## config.mk

```make
export PLATFORM = sky130hd
export DESIGN_NAME = mult_useq_rc
export DESIGN_NICKNAME = d
export VERILOG_FILES = /design/src/rtl/mult_useq_rc.sv
export SDC_FILE = /design/constraint.sdc
export NUM_CORES = 1
export LEC_CHECK = 0
export CAP_MARGIN = 20
export CORE_ASPECT_RATIO = 0.8
export CORE_UTILIZATION = 55
export CTS_CLUSTER_SIZE = 25
export DETAILED_ROUTE_END_ITERATION = 12
export PLACE_DENSITY = 0.79
export SETUP_SLACK_MARGIN = 0.3
export SLEW_MARGIN = 20
export SYNTH_ARGS = -nofsm -noshare
export SYNTH_HDL_FRONTEND = slang
export SYNTH_SLANG_ARGS = --single-unit
export TNS_END_PERCENT = 10
```

## constraint.sdc

```tcl
create_clock -name clk -period 5.6 [get_ports clk]
set_clock_uncertainty 0.1 [all_clocks]
set_input_delay 1.12 -clock clk [delete_from_list [all_inputs] [get_ports clk]]
set_output_delay 1.12 -clock clk [all_outputs]
set_load 0.03 [all_outputs]
```

## src/rtl/mult_useq_rc.sv

```systemverilog
// mult_useq_rc: unsigned shift-add multiplier retiring one partial product per
// cycle, with an optional mod-3 residue check of the finished accumulator.
module mult_useq_rc #(
  parameter int WIDTH    = 4,
  parameter int CHECK_EN = 1
) (
  input  logic               clk,
  input  logic               rst_n,
  input  logic               in_valid,
  output logic               in_ready,
  input  logic [WIDTH-1:0]   a,
  input  logic [WIDTH-1:0]   b,
  input  logic               inj,
  output logic               out_valid,
  input  logic               out_ready,
  output logic [2*WIDTH-1:0] product,
  output logic               fault,
  output logic [7:0]         fault_cnt
);

  localparam int PW     = 2 * WIDTH;
  localparam int STEP_W = (WIDTH > 2) ? $clog2(WIDTH) : 1;
  localparam logic [STEP_W-1:0] LAST_STEP = STEP_W'(WIDTH - 1);

  typedef enum logic [1:0] {
    IDLE  = 2'd0,
    RUN   = 2'd1,
    CHECK = 2'd2,
    DONE  = 2'd3
  } state_t;

  state_t            state_q, state_d;
  logic [WIDTH-1:0]  a_q, a_d;
  logic [WIDTH-1:0]  b_q, b_d;
  logic [PW-1:0]     acc_q, acc_d;
  logic [STEP_W-1:0] step_q, step_d;
  logic              fault_q, fault_d;
  logic [7:0]        fault_cnt_q, fault_cnt_d;

  logic              b_bit;
  logic [PW-1:0]     addend;
  logic [PW-1:0]     acc_sum;
  logic [1:0]        res_a;
  logic [1:0]        res_b;
  logic [1:0]        res_ab;
  logic [1:0]        res_acc;

  function automatic logic [1:0] mod3_add(input logic [1:0] x, input logic [1:0] y);
    logic [2:0] s;
    s = {1'b0, x} + {1'b0, y};
    return (s >= 3'd3) ? 2'(s - 3'd3) : s[1:0];
  endfunction

  // 2^k mod 3 alternates 1,2,1,2,... so the residue is a weighted bit sum.
  function automatic logic [1:0] mod3_of(input logic [PW-1:0] v);
    logic [1:0] r;
    r = 2'd0;
    for (int i = 0; i < PW; i++) begin
      if (v[i]) r = mod3_add(r, ((i % 2) == 0) ? 2'd1 : 2'd2);
    end
    return r;
  endfunction

  always_comb begin
    res_a   = mod3_of(PW'(a_q));
    res_b   = mod3_of(PW'(b_q));
    res_acc = mod3_of(acc_q);
    if (res_a == 2'd0 || res_b == 2'd0) begin
      res_ab = 2'd0;
    end else if (res_a == res_b) begin
      res_ab = 2'd1;
    end else begin
      res_ab = 2'd2;
    end
  end

  always_comb begin
    b_bit   = |(b_q & (WIDTH'(1) << step_q));
    addend  = b_bit ? (PW'(a_q) << step_q) : '0;
    acc_sum = acc_q + addend;
  end

  always_comb begin
    state_d     = state_q;
    a_d         = a_q;
    b_d         = b_q;
    acc_d       = acc_q;
    step_d      = step_q;
    fault_d     = fault_q;
    fault_cnt_d = fault_cnt_q;
    in_ready    = 1'b0;
    out_valid   = 1'b0;

    case (state_q)
      IDLE: begin
        in_ready = 1'b1;
        if (in_valid) begin
          a_d     = a;
          b_d     = b;
          acc_d   = '0;
          step_d  = '0;
          fault_d = 1'b0;
          state_d = RUN;
        end
      end
      RUN: begin
        acc_d  = {acc_sum[PW-1:1], acc_sum[0] ^ inj};
        step_d = step_q + 1'b1;
        if (step_q == LAST_STEP) begin
          step_d  = '0;
          state_d = (CHECK_EN != 0) ? CHECK : DONE;
        end
      end
      CHECK: begin
        fault_d = (CHECK_EN != 0) && (res_ab != res_acc);
        state_d = DONE;
      end
      DONE: begin
        out_valid = 1'b1;
        if (out_ready) begin
          if (fault_q && fault_cnt_q != 8'hFF) fault_cnt_d = fault_cnt_q + 8'd1;
          state_d = IDLE;
        end
      end
      default: state_d = IDLE;
    endcase
  end

  always_ff @(posedge clk or negedge rst_n) begin
    if (!rst_n) begin
      state_q     <= IDLE;
      a_q         <= '0;
      b_q         <= '0;
      acc_q       <= '0;
      step_q      <= '0;
      fault_q     <= 1'b0;
      fault_cnt_q <= 8'd0;
    end else begin
      state_q     <= state_d;
      a_q         <= a_d;
      b_q         <= b_d;
      acc_q       <= acc_d;
      step_q      <= step_d;
      fault_q     <= fault_d;
      fault_cnt_q <= fault_cnt_d;
    end
  end

  assign product   = acc_q;
  assign fault     = (CHECK_EN != 0) && fault_q && (state_q == DONE);
  assign fault_cnt = fault_cnt_q;

endmodule

```

==> impl_metrics.env <==
export IMPL_drive_gt1_frac=0.09441
export IMPL_wirelength_mm=4.538
export IMPL_yosys_warnings=0
export IMPL_fp_row_count=21
export IMPL_final_hold_viol_count=0
export IMPL_maxCapViolCount=0
export IMPL_place_gp_congestion=0.7899
export IMPL_relSlewSlack=0.5466
export IMPL_worst_pin_slew_ps=680.2
export IMPL_crit_path_start_kind="register"
export IMPL_drt_initial_drc_count=87
export IMPL_dr_pass1_iters=4
export IMPL_rsz0062_at_grt="false"
export IMPL_total_power_mw=1.536
export IMPL_crit_family="adder cells"
export IMPL_crit_top_cell="ha_1"
export IMPL_viasPerCell=5.531
export IMPL_dieWidth_microns=75.64
export IMPL_p_clk_frac=0.114
export IMPL_fin_nets=331
export IMPL_synthCells=253
export IMPL_yosys_most_used_dff="dfrtp_1"
export IMPL_synth_edff_count=0
export IMPL_cts_resized=0
export IMPL_grt_pass1_wl_mm=7.665
export IMPL_gr_total_overflow=0
export IMPL_cp_required_ps=5660
export IMPL_p_sw_frac=0.4646
export IMPL_postCtsHoldBufs=0
export IMPL_drtAntennaViolNets=0
export IMPL_setup_viol=0
export IMPL_end_kind="register"
export IMPL_synth_cell_types=49
export IMPL_slowest_stage="dfrtp_1"
export IMPL_avgSynthCellArea_sq_um=9.431
export IMPL_place_area_sq_mm=0.002748
export IMPL_crit_path_cell_trace="inv_1 > ha_1 > nand2_1 > and2_1 > ha_1 > nand2b_1 > o21a_1 > inv_1 > ha_1 > nand2_1 > nor3_1 > o21ai_0 > o311ai_1 > or3_1 > ha_1 > nand2b_1 > o21ai_0 > ha_1 > mux2i_1 > a31oi_4 > o41ai_2 > a21oi_1"
export IMPL_cts_clk_slew_worst_paths_ps=60
export IMPL_p_int_mw=0.8221
export IMPL_drv_slew=0
export IMPL_cts_buffers=5
export IMPL_port_buffers=31
export IMPL_synth_seq_cells=29
export IMPL_clkLatencyLatePin_ps=280
export IMPL_cts_tree="built"
export IMPL_seq_area_frac_synth=0.3041
export IMPL_dieArea_sq_mm=0.004607
export IMPL_holdWs_ps=402.6
export IMPL_core_sq_mm=0.004178
export IMPL_worstPathMaxFanout=6
export IMPL_cts_buffer_depth=2
export IMPL_cts_setup_buffers=0
export IMPL_ir_drop_uv=314.2
export IMPL_cp_slowest_stage_delay_ps=440
export IMPL_r2r_start="product[0]$_DFFE_PN0P_"
export IMPL_die_h_microns=60.91
export IMPL_crit_type="reg2reg"
export IMPL_grt_pass1_vias=1700
export IMPL_hold_depth=1
export IMPL_post_route_period_util=0.7894
export IMPL_reg2reg_slack_ps=1180
export IMPL_path_buf_inv=2
export IMPL_start_util=0.5711
export IMPL_synth_top_cell_area_share=0.3041
export IMPL_route_detailed_drc=0
export IMPL_top_level_ports=32
export IMPL_track_usage=0.2258
export IMPL_outcome="finished clean"
export IMPL_grt_max_degree=30
export IMPL_p_switching_mw=0.7134
export IMPL_comb_power_share=0.633
export IMPL_seqPwrFrac=0.253
export IMPL_clock_sinks=29
export IMPL_diodes=0
export IMPL_netlist_area_sq_mm=0.002386
export IMPL_r2r_end="fault_q$_DFFE_PN0P_"
export IMPL_fmax_ghz=0.2262
export IMPL_tns_ps=0
export IMPL_hpwl_mm=3.535
export IMPL_min_from="fault_cnt[7]$_DFFE_PN0P_"
export IMPL_synthTopCellsByArea="dfrtp_1, ha_1, mux2_2"
export IMPL_hold_class="reg2reg"
export IMPL_post_route_min_period_ps=4421
export IMPL_vias=1897
export IMPL_synth_largest_area_cell="dfrtp_1"
export IMPL_antenna_found_initial=0
export IMPL_areaGrowthSynthToFinish_pct=18.77
export IMPL_p_leak_nw=1.297
export IMPL_cp_arrival_ps=4480
export IMPL_holdPathEnd="fault_cnt[7]$_DFFE_PN0P_"
export IMPL_synth_nets=298
export IMPL_async_flop_share=1.000
export IMPL_h_tree_depth=2
export IMPL_r2r_cells=22
export IMPL_power_density_mw_per_mm2=541.8
export IMPL_drt_wirelength_per_cell_microns=13.23
export IMPL_cts_root_buf="clkbuf_8"
export IMPL_fin_area_sq_mm=0.002834
==> per-stage QoR <==
| step | setup slack (ps) | utilization | cells |
|---|---|---|---|
| after floorplan | 1299 | - | 253 |
| after global placement | 1356 | 0.6577 | 336 |
| after detailed placement | 1188 | 0.6577 | 336 |
| after CTS | 1171 | 0.6783 | 343 |
| after global routing | 816.1 | 0.6783 | 343 |
| final | 1179 | 0.6783 | 343 |
==> synthesized netlist by cell type, types with 3 or more instances <==
cell type and instances:
nor2_1 12, ha_1 31, nand4_1 3, a21oi_1 6
mux2i_1 9, nor3_1 4, a211oi_1 3, a21o_1 5
xnor2_1 10, dfrtp_1 29, nand2b_1 7, and2_1 3
xor2_1 5, mux2_2 14, clkbuf_1 5, nand2_1 27
inv_1 19, o21ai_0 18, nand3_1 5
==> cell type report <==
type | instances | area, sq um
fill | 349 | 1344
sequential | 29 | 725.7
clock buffer | 7 | 86.33
multi-input combinational | 198 | 1554
tap | 57 | 71.32
inverter | 19 | 71.32
timing repair buffer | 33 | 325.3
==> power groups by stage <==
stage                     combinational (mW)  sequential (mW)  clock, mW
final                                  0.972            0.388      0.176
after global routing                    1.09            0.404      0.187
after CTS                              0.978            0.388      0.178
after detailed placement               0.969            0.390          0
after global placement                 0.931            0.387          0
after floorplan                        0.728            0.388          0
==> layer usage <==
metal | vias up | GRT usage | wire [microns]
met5 | - | 0 | 0
met2 | 28 | 0.3622 | 2050
li1 | 966 | - | -
met4 | 0 | 0.04762 | 40
met3 | 4 | 0.06478 | 153
met1 | 899 | 0.3063 | 2292
==> sequential cells by signal, summed over array words and instances, names as in the netlist <==
signal     count
fault_cnt      8
product        8
a_q            4
b_q            4
state_q        2
step_q         2
fault_q        1
==> cell families (layout without fill, tap and decap cells) <==
family	after synthesis	count (layout)	synth area share
adders and majority gates	32	32	0.1709
xor gates and xnor gates	15	15	0.05506
and+or+nand+nor	74	74	0.1568
muxes	24	24	0.1101
DFF	29	29	0.3041
buffers and inverters	26	59	0.04457
AOI/OAI and AO/OA	53	53	0.1584
==> how the worst max path moves through the flow <==
stage	startpoint	end	slack, ps	cells after the start
2_1_floorplan	product[1]$_DFFE_PN0P_	fault_q$_DFFE_PN0P_	1300	20
3_3_place_gp	product[0]$_DFFE_PN0P_	fault_q$_DFFE_PN0P_	1360	22
3_5_place_dp	product[0]$_DFFE_PN0P_	fault_q$_DFFE_PN0P_	1190	22
4_1_cts	product[0]$_DFFE_PN0P_	fault_q$_DFFE_PN0P_	1170	22
5_1_grt	product[0]$_DFFE_PN0P_	fault_q$_DFFE_PN0P_	820	22
6_report	product[0]$_DFFE_PN0P_	fault_q$_DFFE_PN0P_	1180	22
==> cell usage in the layout (no fill, tap or decap), types with 4 or more instances in the layout <==
cell and count:
a21o_1 5, a21oi_1 6, clkbuf_8 6, clkdlybuf4s50_1 31, dfrtp_1 29, ha_1 31, inv_1 19, mux2_2 14
mux2i_1 9, nand2_1 27, nand2b_1 7, nand3_1 5, nor2_1 12, nor3_1 4, o21ai_0 18, xnor2_1 10
xor2_1 5
Power figures use the tool's default switching activity.
